### src/rtl/adder_tree_accum.sv
// Pipelined pairwise adder tree over NUM_INPUTS signed lanes, followed by an
// accumulator that folds NUM_BEATS consecutive tree sums into one registered result.
module adder_tree_accum #(
  parameter int unsigned DATA_WIDTH = 16,
  parameter int unsigned NUM_INPUTS = 9,
  parameter int unsigned NUM_BEATS  = 4
) (
  input  logic                             clk,
  input  logic                             rst,
  input  logic                             i_valid,
  input  logic [DATA_WIDTH*NUM_INPUTS-1:0] i_data,
  output logic                             o_valid,
  output logic [DATA_WIDTH-1:0]            o_data
);

  // Lane count entering a given layer: each layer halves, rounding up.
  function automatic int unsigned lanes_at(input int unsigned layer);
    int unsigned n;
    n = NUM_INPUTS;
    for (int unsigned l = 0; l < layer; l++) begin
      n = (n - 1) / 2 + 1;
    end
    return n;
  endfunction

  localparam int unsigned Depth = (NUM_INPUTS <= 1) ? 1 : $clog2(NUM_INPUTS);
  localparam int unsigned CntW  = (NUM_BEATS <= 1) ? 1 : $clog2(NUM_BEATS);
  localparam logic [CntW-1:0] CntLast = CntW'(NUM_BEATS - 1);

  for (genvar j = 0; j < Depth; j++) begin : g_layer
    localparam int unsigned NIn  = lanes_at(j);
    localparam int unsigned NOut = lanes_at(j + 1);

    logic [DATA_WIDTH-1:0] w_in  [NIn];
    logic [DATA_WIDTH-1:0] w_nxt [NOut];
    logic [DATA_WIDTH-1:0] r_sum [NOut];
    logic                  w_vld_in;
    logic                  r_vld;

    if (j == 0) begin : g_src
      assign w_vld_in = i_valid;
      for (genvar k = 0; k < NIn; k++) begin : g_lane
        assign w_in[k] = i_data[DATA_WIDTH*k +: DATA_WIDTH];
      end
    end else begin : g_src
      assign w_vld_in = g_layer[j-1].r_vld;
      for (genvar k = 0; k < NIn; k++) begin : g_lane
        assign w_in[k] = g_layer[j-1].r_sum[k];
      end
    end

    // An odd trailing lane passes through; a single-lane tree is a plain register.
    for (genvar i = 0; i < NOut; i++) begin : g_node
      if (2 * i + 1 < NIn) begin : g_add
        assign w_nxt[i] = w_in[2*i] + w_in[2*i+1];
      end else begin : g_pass
        assign w_nxt[i] = w_in[2*i];
      end
    end

    always_ff @(posedge clk) begin
      r_sum <= w_nxt;
    end

    always_ff @(posedge clk) begin
      if (rst) begin
        r_vld <= 1'b0;
      end else begin
        r_vld <= w_vld_in;
      end
    end
  end

  logic [DATA_WIDTH-1:0] w_tree_sum;
  logic                  w_tree_vld;
  logic [DATA_WIDTH-1:0] w_acc_nxt;

  assign w_tree_sum = g_layer[Depth-1].r_sum[0];
  assign w_tree_vld = g_layer[Depth-1].r_vld;

  logic [CntW-1:0]       r_cnt;
  logic [DATA_WIDTH-1:0] r_acc;
  logic                  r_out_vld;
  logic [DATA_WIDTH-1:0] r_out;

  // First beat of a group overwrites the accumulator rather than adding to it.
  always_comb begin
    w_acc_nxt = w_tree_sum;
    if (r_cnt != '0) begin
      w_acc_nxt = r_acc + w_tree_sum;
    end
  end

  always_ff @(posedge clk) begin
    if (rst) begin
      r_cnt     <= '0;
      r_acc     <= '0;
      r_out_vld <= 1'b0;
      r_out     <= '0;
    end else begin
      r_out_vld <= 1'b0;
      if (w_tree_vld) begin
        r_acc <= w_acc_nxt;
        if (r_cnt == CntLast) begin
          r_cnt     <= '0;
          r_out_vld <= 1'b1;
          r_out     <= w_acc_nxt;
        end else begin
          r_cnt <= r_cnt + 1'b1;
        end
      end
    end
  end

  assign o_valid = r_out_vld;
  assign o_data  = r_out;

endmodule

### config.mk
export PLATFORM = sky130hd
export DESIGN_NAME = adder_tree_accum
export DESIGN_NICKNAME = d
export VERILOG_FILES = /design/src/rtl/adder_tree_accum.sv
export SDC_FILE = /design/constraint.sdc
export NUM_CORES = 1
export LEC_CHECK = 0
export ABC_CLOCK_PERIOD_IN_PS = 2500
export BUFFER_PORTS_ARGS = -buffer_cell sky130_fd_sc_hd__clkbuf_2
export CAP_MARGIN = 0
export CORE_MARGIN = 2
export CORE_UTILIZATION = 40
export DETAILED_ROUTE_END_ITERATION = 10
export PLACE_DENSITY_LB_ADDON = 0.1
export SKIP_CTS_REPAIR_TIMING = 1
export SYNTH_ARGS = -nofsm -noshare
export SYNTH_HDL_FRONTEND = slang
export SYNTH_SLANG_ARGS = --single-unit
### constraint.sdc
create_clock -name clk -period 2.5 [get_ports clk]
set_clock_uncertainty 0.1 [all_clocks]
set_input_delay 0.25 -clock clk [delete_from_list [all_inputs] [get_ports clk]]
set_output_delay 0.25 -clock clk [all_outputs]
set_load 0.01 [all_outputs]
* After elaboration in Yosys (flattened, before gate mapping) *
Index checks and enable logic that the tools add are counted.

storage, ports and cells
  output and inout port bits = 17
  register bits after elaboration = 215
  input port bits = 147
  logic and storage cells = 37

cells by class
  eq/ne operators = 1
  reductions and logical operators = 3
  bitwise gates (word level) = 1
  multiplexer cells = 3
  $add $sub $neg = 10

operators with widths
  operator               number
  $add A16 B16 Y16       9
  $mux W16               1
  $add A2 B1 Y2 const B  1
  $eq A2 B2 Y1 const B   1
  $mux W2                1
  $reduce_and A2 Y1      1
  $reduce_bool A2 Y1     1
  $reduce_or A2 Y1       1
  $mux W1                1
  $not A1 Y1             1

* Depth between registers and ports, before layout *
  depth after elaboration = 2
  gate-level depth with buffers = 9
  mapped depth without buffers = 9

* Worst setup path before layout *
Ideal clock, no wire load.

  kind = input -> register
  from = in i_data[96]
  to = reg g_layer[0].r_sum[30] (netlist name)
  required time = 2.338 ns
  slack = 0.007 ns
  arrival = 2.331 ns
  stages = 9
  cells stage by stage = ha_1 fa_1 a21o_1 a21o_1 a21oi_2 a21boi_1 or4_4 a2111o_1 nand3_1

RTL lines
  element                 RTL line  RTL
  start: declaration      11        input logic [DATA_WIDTH*NUM_INPUTS-1:0] i_data,
  end signal: assignment  62        r_sum <= w_nxt;
  end: declaration        36        logic [DATA_WIDTH-1:0] r_sum [NOut];

* Final worst setup path *
  from = reg r_acc[0]
  to = reg r_acc[14]

between the ends
  cells in the longest elaborated chain, start to end = 2

RTL lines
  element                   RTL line  RTL
  start: declaration        82        logic [DATA_WIDTH-1:0] r_acc;
  start signal: assignment  103       r_acc <= w_acc_nxt;
  $add A16 B16 Y16          90        w_acc_nxt = r_acc + w_tree_sum;
  $mux W16                  89        if (r_cnt != '0) begin

No other way between the ends.
A chain may end at the register's enable or synchronous reset.

==> run metrics <==
status completed; first-pass GRT wire length 37700 um; most common cell after layout, fill and taps aside dfxtp_1; DRT Pass-1 Iters 6; DR vias/cell 5.00; Max Transition Viols Final 0; CTS Root Cell clkbuf_16; commonest cells after routing, fill and taps aside dfxtp_1 (213), clkbuf_2 (163), ha_1 (135), nor2_1 (121), xnor2_1 (94); synth-to-layout area growth 25.1%; sequential area share after synthesis 0.390; Num CTS Buffers 24; die area 28900 um^2; Row Count 60; Mapped Avg Cell Area 9.73 um^2; crit path time final roughly 2.4 ns; fillers 2560; All-Layer GR Usage 0.156; Pwr Density about 1000 nW/um^2; Syn Std Cell Area between 10000 and 15000 um^2; fin cells 1745; area leader, netlist dfxtp_1; num ports 164; worst path arrival time 2.74 ns; fmax 412 MHz; Nets 1684; Routed Antenna Nets 0; worst hold path type input pin to flop; final instance area ~14000 um^2; wire per inst 13.0 um; Crit Path Category flop to flop; I/O Buffers 163; Req. time, crit path ~2.8 ns; initial antenna violation count 1; Top FF cell, synth dfxtp_1; share of layout cells above drive strength 1 0.208; fin crit share 0.972; vias in the first global route roughly 8300; drt initial violations 267; number of synthesis warnings 0; final setup vio count 0; Seq cells post-synth 215; crit start category flop; Post-Syn Instances 1134; synth unique cells a little under 60; crit path max fanout 3; total routed wirelength 22600 um; worst-case vdd ir drop about 0.53 mV; Synth async-reset ratio 0; top-area cell type share of the netlist area 0.390; Die W 170 um; final hold violation count 0; clk sinks 215; RSZ-0062 raised after global routing yes; worst slew pin tran 0.830 ns; Power Total 14.1 mW; CTS Buffer Depth 3; Placed Area 12600 um^2; post-DP HPWL roughly 18000 um; Core Area 27000 um^2; Synth area leaders dfxtp_1 (39%), ha_1 (16%), xnor2_1 (7.5%); Max Cap Viol 0; Initial Util 0.408; Rel. slew slack 0.446; syn_nets between 1000 and 1500; crit end category flop; die height 170 um; Leak 6.33 nW; ANT cells 0; Post-synth EDFFs 0; grt ovf 0; via count a little under 9000; placed insts 1675; largest net degree at the start of global routing 40; Clock transition at path regs 0.06 ns; H-tree depth 1; Clock Latency Late Sink 0.51 ns; Placer Congestion 0.845; CTS tree done; DR DRC count 0
==> through the flow <==
| stage | hold slack (ns) | util | setup slack [ns] | setup TNS [ns] |
|---|---|---|---|---|
| 2_1_floorplan | 0.178 | - | 0.00714 | 0 |
| 3_3_place_gp | 0.211 | 0.467 | -0.205 | -1.08 |
| 3_5_place_dp | 0.212 | 0.467 | -0.213 | -1.22 |
| 4_1_cts | -0.286 | 0.495 | -0.122 | -0.549 |
| 5_1_grt | 0.0246 | 0.511 | -0.110 | -0.286 |
| 6_report | 0.0153 | 0.511 | 0.0705 | 0 |
==> per-layer routing <==
metal,GRT usage,up-vias,share of wire
met5,0,-,0
met4,0.0450,0,0.024
met3,0.0200,45,0.037
met2,0.268,167,0.46
met1,0.205,3879,0.48
li1,-,4641,-
==> synthesized netlist by cell type (4+ instances only) <==
cell type  count
a2111o_1       7
mux2i_1       11
a2111oi_2      4
o21a_1         8
nor2_1       122
a311oi_1       5
nand4_1        5
clkbuf_1      12
dfxtp_1      215
nor2b_1       18
nor4_1         6
a211oi_1      32
ha_1         137
o21bai_1       9
nand2_1       40
a21o_1        62
o21ai_0       41
a221oi_1       9
o21ai_1       19
xnor2_1       94
inv_1         40
a31oi_1       13
o311ai_1       4
a2111oi_0     10
nor3_1        20
xor2_1        23
nand3_1       19
a22oi_1        6
fa_1           9
nand2b_1       7
and3_1        10
a21oi_1       68
==> registers in the layout, summed over array words and instances, names as in the netlist <==
signal         flops
g_layer.r_sum    176
o_data            16
r_acc             16
g_layer.r_vld      4
r_cnt              2
o_valid            1
==> cells by family (layout without fill, tap and decap cells) <==
family                     count (synthesis)  count (layout)  synth area share
AOI/OAI and AO/OA                        326             326             0.205
and+or+nand+nor                          263             263             0.111
DFF                                      215             215             0.390
adders and majority gates                146             146             0.172
xor gates and xnor gates                 117             117            0.0929
buffers and inverters                     56             326            0.0197
muxes                                     11              11           0.00998
==> power by group <==
part | switching [mW] | internal [mW]
clock | 1.29 | 2.06
combinational | 3.12 | 2.99
sequential | 0.360 | 4.32
==> critical path, stage by stage, from the launching register on <==
cell and delay (ns):
dfxtp_2 0.33, ha_4 0.16, fa_2 0.39, a211oi_2 0.19
buf_4 0.15, o2111a_2 0.22, o311ai_1 0.12, a31oi_1 0.21
xnor2_1 0.13, nand2_1 0.08, a311oi_1 0.25
==> path summary, 6_finish.rpt <==
path                               end  slack [ns]                start  depth (start not counted)
hold / removal    g_layer[0].r_sum[38]        0.02           i_data[86]                          3
setup / recovery             r_acc[14]        0.07             r_acc[0]                         10
hold reg to reg    g_layer[1].r_sum[8]        0.22  g_layer[0].r_sum[8]                          0
setup reg to reg             r_acc[14]        0.07             r_acc[0]                         10
==> final cells by class <==
type,instances,area (um^2),area share
Clock buffer,36,717,0.0519
Multi-Input combinational cell,863,6620,0.480
Timing Repair Buffer,247,1540,0.111
Inverter,40,150,0.0109
Tap cell,341,427,0.0309
Sequential cell,215,4310,0.312
Clock inverter,3,40.0,0.00290
(Power assumes the default switching activity.)
